==> src/rtl/ser2par_pkg.sv <==
// ============================================================================
// Module      : ser2par_pkg
// Description : Shared types and helpers for the serial-to-parallel loader.
// Revision    : 1.0 - initial release
// ============================================================================
`default_nettype none

package ser2par_pkg;

  localparam int DEFAULT_WIDTH = 4;

  typedef enum logic [1:0] {
    ST_IDLE  = 2'd0,
    ST_SHIFT = 2'd1,
    ST_LOAD  = 2'd2
  } state_e;

  // Counter must be able to represent WIDTH itself.
  function automatic int cnt_width(input int width);
    return $clog2(width + 1);
  endfunction

endpackage

`default_nettype wire

==> src/rtl/ser2par_loader_if.sv <==
// ============================================================================
// Module      : ser2par_loader_if
// Description : Serial input handshake plus register-side outputs of the loader.
// Revision    : 1.0 - initial release
// ============================================================================
`default_nettype none

interface ser2par_loader_if #(
  parameter int WIDTH = ser2par_pkg::DEFAULT_WIDTH
) ();

  logic             s_valid;
  logic             s_bit;
  logic             s_last;
  logic             s_ready;
  logic             clr_req;
  logic [WIDTH-1:0] data;
  logic             load;
  logic             reg_clr;
  logic             frame_err;
  logic             busy;

  modport master (
    output s_valid, s_bit, s_last, clr_req,
    input  s_ready, data, load, reg_clr, frame_err, busy
  );

  modport slave (
    input  s_valid, s_bit, s_last, clr_req,
    output s_ready, data, load, reg_clr, frame_err, busy
  );

endinterface

`default_nettype wire

==> src/rtl/ser2par_shreg.sv <==
// ============================================================================
// Module      : ser2par_shreg
// Description : Directional assembly shift register with sync clear.
// Revision    : 1.0 - initial release
// ============================================================================
`default_nettype none

module ser2par_shreg #(
  parameter int WIDTH     = 4,
  parameter bit MSB_FIRST = 1'b1
) (
  input  logic             clk,
  input  logic             reset_,
  input  logic             shift_en,
  input  logic             clr,
  input  logic             din,
  output logic [WIDTH-1:0] q,
  output logic [WIDTH-1:0] q_next
);

  logic [WIDTH-1:0] r_q;
  logic [WIDTH-1:0] w_next;

  // q_next is the value after shifting din in, used to publish a word in the
  // same edge that completes it.
  generate
    if (WIDTH == 1) begin : g_single
      assign w_next = din;
    end else if (MSB_FIRST) begin : g_msb
      assign w_next = {r_q[WIDTH-2:0], din};
    end else begin : g_lsb
      assign w_next = {din, r_q[WIDTH-1:1]};
    end
  endgenerate

  always_ff @(posedge clk or negedge reset_) begin
    if (!reset_) begin
      r_q <= '0;
    end else if (clr) begin
      r_q <= '0;
    end else if (shift_en) begin
      r_q <= w_next;
    end
  end

  assign q      = r_q;
  assign q_next = w_next;

endmodule

`default_nettype wire

==> src/rtl/ser2par_loader.sv <==
// ============================================================================
// Module      : ser2par_loader
// Description : Assembles serial frames into words; drives load/clear pulses.
// Revision    : 1.0 - initial release
// ============================================================================
`default_nettype none

module ser2par_loader
  import ser2par_pkg::*;
#(
  parameter int WIDTH     = DEFAULT_WIDTH,
  parameter bit MSB_FIRST = 1'b1
) (
  input  logic                  clk,
  input  logic                  reset_,
  ser2par_loader_if.slave       bus
);

  localparam int                 c_CNT_W    = cnt_width(WIDTH);
  localparam logic [c_CNT_W-1:0] c_LAST_IDX = c_CNT_W'(WIDTH - 1);

  state_e             r_state, w_state_nxt;
  logic [c_CNT_W-1:0] r_count, w_count_nxt, w_count_base;
  logic [WIDTH-1:0]   r_data, w_data_nxt;
  logic [WIDTH-1:0]   w_word, w_word_nxt;
  logic               r_reg_clr, r_frame_err, w_frame_err_nxt;
  logic               w_ready, w_accept, w_shift_en, w_shreg_clr;

  assign w_ready  = reset_ && (r_state != ST_LOAD);
  assign w_accept = bus.s_valid && w_ready;

  ser2par_shreg #(
    .WIDTH     (WIDTH),
    .MSB_FIRST (MSB_FIRST)
  ) u_shreg (
    .clk      (clk),
    .reset_   (reset_),
    .shift_en (w_shift_en),
    .clr      (w_shreg_clr),
    .din      (bus.s_bit),
    .q        (w_word),
    .q_next   (w_word_nxt)
  );

  always_ff @(posedge clk or negedge reset_) begin
    if (!reset_) begin
      r_state     <= ST_IDLE;
      r_count     <= '0;
      r_data      <= '0;
      r_reg_clr   <= 1'b0;
      r_frame_err <= 1'b0;
    end else begin
      r_state     <= w_state_nxt;
      r_count     <= w_count_nxt;
      r_data      <= w_data_nxt;
      r_reg_clr   <= bus.clr_req;
      r_frame_err <= w_frame_err_nxt;
    end
  end

  // Bits already held before the current one; IDLE always starts a new frame.
  assign w_count_base = (r_state == ST_SHIFT) ? r_count : '0;

  always_comb begin
    w_state_nxt     = r_state;
    w_count_nxt     = r_count;
    w_data_nxt      = r_data;
    w_frame_err_nxt = 1'b0;
    w_shift_en      = 1'b0;
    w_shreg_clr     = 1'b0;
    if (bus.clr_req) begin
      w_state_nxt = ST_IDLE;
      w_count_nxt = '0;
      w_data_nxt  = '0;
      w_shreg_clr = 1'b1;
    end else begin
      case (r_state)
        ST_LOAD: w_state_nxt = ST_IDLE;
        default: begin
          if (w_accept) begin
            if (w_count_base == c_LAST_IDX) begin
              w_count_nxt = '0;
              w_shreg_clr = 1'b1;
              if (bus.s_last) begin
                w_state_nxt = ST_LOAD;
                w_data_nxt  = w_word_nxt;
              end else begin
                w_state_nxt     = ST_IDLE;
                w_frame_err_nxt = 1'b1;
              end
            end else if (bus.s_last) begin
              w_state_nxt     = ST_IDLE;
              w_count_nxt     = '0;
              w_shreg_clr     = 1'b1;
              w_frame_err_nxt = 1'b1;
            end else begin
              w_state_nxt = ST_SHIFT;
              w_count_nxt = w_count_base + 1'b1;
              w_shift_en  = 1'b1;
            end
          end
        end
      endcase
    end
  end

  always_comb begin
    bus.s_ready   = w_ready;
    bus.load      = (r_state == ST_LOAD);
    bus.busy      = (r_state == ST_SHIFT);
    bus.data      = r_data;
    bus.reg_clr   = r_reg_clr;
    bus.frame_err = r_frame_err;
  end

  // The assembly register is only observed through q_next.
  logic w_unused_word;
  assign w_unused_word = ^w_word;

endmodule

`default_nettype wire
==> src/flat_wrapper.sv <==
// flat-port wrapper written by rule: the top's interface ports become plain ports
module ser2par_loader_flat import ser2par_pkg::*;
#(
  parameter int WIDTH     = DEFAULT_WIDTH,
  parameter bit MSB_FIRST = 1'b1
)
  (clk, reset_, bus_s_valid, bus_s_bit, bus_s_last, bus_clr_req, bus_s_ready, bus_data, bus_load, bus_reg_clr, bus_frame_err, bus_busy);
  ser2par_loader_if #(.WIDTH(WIDTH)) bus_i ();
  input  logic clk;
  input  logic reset_;
  input wire logic [$bits(bus_i.s_valid)-1:0] bus_s_valid;
  input wire logic [$bits(bus_i.s_bit)-1:0] bus_s_bit;
  input wire logic [$bits(bus_i.s_last)-1:0] bus_s_last;
  input wire logic [$bits(bus_i.clr_req)-1:0] bus_clr_req;
  output wire logic [$bits(bus_i.s_ready)-1:0] bus_s_ready;
  output wire logic [$bits(bus_i.data)-1:0] bus_data;
  output wire logic [$bits(bus_i.load)-1:0] bus_load;
  output wire logic [$bits(bus_i.reg_clr)-1:0] bus_reg_clr;
  output wire logic [$bits(bus_i.frame_err)-1:0] bus_frame_err;
  output wire logic [$bits(bus_i.busy)-1:0] bus_busy;
  assign bus_i.s_valid = bus_s_valid;
  assign bus_i.s_bit = bus_s_bit;
  assign bus_i.s_last = bus_s_last;
  assign bus_i.clr_req = bus_clr_req;
  assign bus_s_ready = bus_i.s_ready;
  assign bus_data = bus_i.data;
  assign bus_load = bus_i.load;
  assign bus_reg_clr = bus_i.reg_clr;
  assign bus_frame_err = bus_i.frame_err;
  assign bus_busy = bus_i.busy;
  ser2par_loader #(.WIDTH(WIDTH), .MSB_FIRST(MSB_FIRST)) u_core (.clk(clk), .reset_(reset_), .bus(bus_i));
endmodule
==> config.mk <==
export PLATFORM = sky130hd
export DESIGN_NAME = ser2par_loader_flat
export DESIGN_NICKNAME = d
export VERILOG_FILES = /design/src/rtl/ser2par_pkg.sv /design/src/rtl/ser2par_loader_if.sv /design/src/rtl/ser2par_shreg.sv /design/src/rtl/ser2par_loader.sv /design/src/flat_wrapper.sv
export SDC_FILE = /design/constraint.sdc
export NUM_CORES = 1
export LEC_CHECK = 0
export CORE_UTILIZATION = 52
export DETAILED_ROUTE_END_ITERATION = 6
export PLACE_DENSITY = 0.84
export SYNTH_ARGS = -nofsm -noshare
export SYNTH_HDL_FRONTEND = slang
export SYNTH_SLANG_ARGS = --single-unit
==> constraint.sdc <==
create_clock -name clk -period 3.5 [get_ports clk]
set_clock_uncertainty 0.15 [all_clocks]
set_input_delay 0.7 -clock clk [delete_from_list [all_inputs] [get_ports clk]]
set_output_delay 0.7 -clock clk [all_outputs]
set_load 0.02 [all_outputs]
**Yosys cells after proc, flatten, opt, wreduce, memory -nomap -nowiden**

Index checks and enable logic that the tools add are counted.

- Magnitude comparators: 0
- $add $sub $neg: 1
- Equality and inequality tests: 5
- Div/mod/pow operators: 0
- Shift-type cells: 0
- Multiplexer cells: 33
- $mul: 0
- Bitwise logic cells: 0
- Reduce and logical (&&, ||, !) cells: 9

Operator list:

| kind | count |
|---|---|
| two-way mux 3 bit | 8 |
| two-way mux 4 bit | 5 |
| two-way mux 1 bit | 15 |
| two-way mux 2 bit | 5 |
| nonzero test 2 bit | 4 |
| != test 2 bit (second input constant) | 2 |
| AND reduction 4 bit | 1 |
| adder 3 x 1 -> 3 bit (second input constant) | 1 |
| == test 3 x 2 -> 1 bit (second input constant) | 1 |
| nonzero test 3 bit | 1 |
| == test 2 x 1 -> 1 bit (second input constant) | 1 |
| == test 2 bit (second input constant) | 1 |
| logical AND 1 bit | 2 |
| AND reduction 2 bit | 1 |

- Output and inout port bits: 9
- Memories: 0
- Input bits: 6
- Register bits: 14
- Logic and storage cells: 54
- Bits in latches: 0
- Bits in writable memories: 0
- ROM bits: 0

**Longest topological paths before layout**

- Depth in word-level cells: 9
- Gate-level depth with buffers: 8

**By module**

A second synthesis with hierarchy kept.

- Cell total of the unflattened synthesis: 78
- Area, all modules: 824.5 um^2

Modules (own cells, without submodules):

| module | area an instance (um^2) | cells an instance | times used |
|---|---|---|---|
| ser2par_loader | 634.4 | 61 | 1 |
| ser2par_shreg | 190.2 | 17 | 1 |

**Least setup slack after synthesis**

No wires, ideal clock.

- Kind: register to register
- Start: reg u_core.r_state[1]
- End: reg u_core.r_data[0] (netlist: u_core.bus.data[0])
- Stages on the path, launching flop included: 8
- Path slack: 1.269 ns
- Arrival: 2.002 ns
- Cell sequence: dfrtp_1 -> nor2b_1 -> and2_1 -> ha_1 -> ha_1 -> inv_1 -> nor4_4 -> mux2i_1

- Longest elaborated chain between the ends: 5
- Elaborated cells between the ends (all ways): 11

Ends and longest elaborated chain:

| element | RTL line | RTL |
|---|---|---|
| from (decl) | ser2par_loader.sv:22 | `state_e r_state, w_state_nxt;` |
| from (signal assigned) | ser2par_loader.sv:53 | `r_state <= w_state_nxt;` |
| == test 2 x 1 -> 1 bit | - |  |
| via bus_busy | flat_wrapper.sv:20 | `output wire logic [$bits(bus_i.busy)-1:0] bus_busy;` |
| two-way mux 3 bit | ser2par_loader.sv:62 | `assign w_count_base = (r_state == ST_SHIFT) ? r_count : '0;` |
| == test 3 x 2 -> 1 bit | ser2par_loader.sv:81 | `if (w_count_base == c_LAST_IDX) begin` |
| nonzero test 2 bit (no source line) | - |  |
| AND reduction 4 bit (no source line) | - |  |
| to (signal assigned) | ser2par_loader.sv:55 | `r_data <= w_data_nxt;` |
| to (decl) | ser2par_loader.sv:24 | `logic [WIDTH-1:0] r_data, w_data_nxt;` |

The timed path passes the listed nets, and every way through them passes these cells.
A chain may end at the register's enable or synchronous reset.

**Final worst setup path**

- Start: in reset_
- End: out bus_s_ready

- Longest elaborated chain between the ends: 1

Ends and longest elaborated chain:

| element | RTL line | RTL |
|---|---|---|
| from (decl) | flat_wrapper.sv:10 | `input logic reset_;` |
| logical AND 1 bit | ser2par_loader.sv:29 | `assign w_ready = reset_ && (r_state != ST_LOAD);` |
| to (decl) | flat_wrapper.sv:15 | `output wire logic [$bits(bus_i.s_ready)-1:0] bus_s_ready;` |

No other way between the ends.

==> results.cfg <==
[outcome]
outcome = finished, final reports clean

[die]
initial_core_util_pct = 56.70
rows = 13
dieArea_mm2 = 0.001592
fp.coreArea_mm2 = 0.001318
boundaryPins = 15
dieHeight_um = 39.90
fp.dieW_um = 39.90

[cells_and_area]
area_growth_pct = 24.12
nFillCells = 105
multi_input_area_um2 = 360.3
num-nets-final = 99
diodes = 0
drive_above_1_share_pct = 9.091
seqCellArea_um2 = 350.3

[setup_path]
crit_family = buffers and inverters
rr_worst_depth = 7
reg2reg_setup_slack_ps = 1290
crit_path_end_kind = output port
worstPathCellList = clkdlybuf4s50_1 > and2_1 > clkdlybuf4s50_1
crit_type = primary input to output port
path_depth = 3
worstSetupStartpointType = primary input
reg2reg_from = u_core.r_state[1]$_DFFE_PN0P_
critPathBufInv = 2
cp_max_fo = 2
cp.required_ps = 2650
r2r_end = u_core.bus.data[2]$_DFFE_PN0P_
crit_top_cell = clkdlybuf4s50_1
slowest_delay_ps = 590
cp_data_arrival_time_ps = 1870
cp_slowest_cell = clkdlybuf4s50_1

[yosys]
yosys-top-cells-area = dfrtp_1, ha_1, nand2b_1, mux2i_1, a21oi_1
syn_avg_cell_area_um2 = 10.23
ys_seq_elements = 14
syn_inst = 73
yosysTopAreaCellShare_pct = 46.90
synthDistinctLibCells = 23
synth_nets = 83
yosysTopAreaCell = dfrtp_1
yosys_warnings = 0
synth_seq_area_share_pct = 46.90
syn_area_um2 = 747.0

[global_route]
busiest_layer = met2
grt_use_met2_pct = 35.89
use_met3_pct = 3.409
grt_util_all_layers_pct = 22.22
overflow = 0
grtUsageMet1_pct = 27.66
antenna_found_initial = 0
grt_max_degree = 20
grt_pass1_vias = 526
grt_pass1_wl_mm = 2.304

[clock_network]
clock_sinks = 14
cts_tree = done
cts_buffers = 3
cts_resized = 0
htree_levels = 1
cts-root-buf = clkbuf_4
path_clk_slew_ps = 90
post-cts-setup-buffers = 0
clockBufferDepth = 2
holdBufCountCts = 0
clock_latency_ps = 290

[sta]
fin_crit_sh_pct = 77.74
finalHoldViolations = 0
fin_crit_ps = 2721
maxSlewViolCount = 0
fmax_mhz = 367.5
rsz0062_at_grt = false
slew_headroom_pct = 63.57
worstMarginPinSlew_ps = 544.7
finalSetupViolCount = 0
setup_tns_ps = 0

[drt]
drt_wl_total_mm = 1.437
ant_nets = 0
via_count = 594
route.detailed.drc = 0
drt_iter0_markers = 7
viasPerCell = 5.767
dr.pass1.iters = 4
routedWlPerCell_um = 13.95

[worst_hold_path]
hold_depth = 2
min_to = u_core.r_count[1]$_DFFE_PN0P_
min_from = u_core.r_count[1]$_DFFE_PN0P_
hold_path.class = register to register

[power_and_ir_drop]
cellLeakagePower_nw = 0.3795
ir_drop_mv = 0.2371
p_per_area_mw_per_mm2 = 342.0
total_power_mw = 0.3171

[placement]
place.gp.congestion = 0.7547
dp_hpwl_mm = 1.001
io_buffers = 14

[flow_run]
cap_violations = 0
[power breakdown]
part	leakage (nW)	switching (mW)	internal, mW
registers	0.192	0.00121	0.164
clock network	0.0210	0.0566	0.0633
logic	0.166	0.0178	0.0143
total	0.380	0.0756	0.242
[per-stage QoR]
stage	hold WS (ps)	cells	util [%]	worst slack (ps)	instance area (µm²)
2_1_floorplan	254.4	73	-	1269	747.0
3_3_place_gp	370.2	99	67.62	771.0	890.9
5_1_grt	408.5	103	70.37	710.0	927.1
4_1_cts	389.1	103	70.37	770.7	927.1
6_report	388.3	103	70.37	779.0	927.1
3_5_place_dp	376.6	99	67.62	770.7	890.9
[area by class of cell]
type | count | area share, %
multi-input combinational | 52 | 38.87
sequential | 14 | 37.79
timing repair buffer | 15 | 15.92
clock buffer | 4 | 3.914
tap | 15 | 2.024
inverter | 3 | 1.484
[how the worst max path moves through the flow]
stage | slack [ps] | start | endpoint
finish | 780 | reset_ | bus_s_ready
detailed placement | 770 | reset_ | bus_s_ready
floorplan | 1270 | u_core.r_state[1]$_DFFE_PN0P_ | u_core.bus.data[0]$_DFFE_PN0P_
global route | 710 | reset_ | bus_s_ready
CTS | 770 | reset_ | bus_s_ready
global placement | 770 | reset_ | bus_s_ready
[flip-flops by register name (all words and copies together), names as in the netlist]
signal	cells
u_core.bus.reg_clr	1
u_core.bus.data	4
u_core.r_count	3
u_core.bus.frame_err	1
u_core.r_state	2
u_core.u_shreg.q	3
[logic make-up after synthesis]
group	count (synthesis)	share of synthesized area, %
DFF	14	46.90
AOI/OAI and AO/OA	15	11.06
buffers and inverters	7	4.858
muxes	4	5.360
adders and majority gates	4	6.700
and+or+nand+nor	29	25.13
[synthesized netlist by cell type]
master and instances:
nor2_1 2, and2_1 4, o21ai_0 6, mux2i_1 4, nor3b_1 1, nand2b_1 8
nor2b_1 2, a21boi_0 1, buf_6 1, inv_1 2, nand2_1 3, nand4b_1 1
nand4_1 4, dfrtp_1 14, inv_4 1, ha_1 4, a31oi_1 1, a21oi_1 6
nor4_4 1, nand2b_2 1, o41ai_1 1, clkbuf_1 3, nand3_1 2
[routing by layer]
layer,routed length (µm),part of all wire [%],up-vias
met5,0,0,-
met4,25,1.7,0
met3,39,2.7,4
met2,718,50,12
met1,654,46,293
li1,-,-,285
[worst register-to-register path, cell delays in order (launching register included)]
cell	delay (ps)
dfrtp_1	410
nor2b_1	250
and2_1	200
ha_1	150
ha_1	190
inv_1	90
nor4_4	460
mux2i_1	230
[placed cells by master, fill, tap and decap left out]
cell	instances
ha_1	4
inv_4	1
nand2_1	3
a21boi_0	1
clkbuf_8	1
clkbuf_4	3
and2_1	4
nor3b_1	1
nor2_1	2
nor4_4	1
a21oi_1	6
mux2i_1	4
dfrtp_1	14
nand2b_1	8
inv_1	2
nand4b_1	1
nand4_1	4
nor2b_1	2
a31oi_1	1
clkdlybuf4s50_1	14
nand3_1	2
o41ai_1	1
buf_4	1
o21ai_0	6
nand2b_2	1
Note: power is estimated with default switching activity, not from simulation.
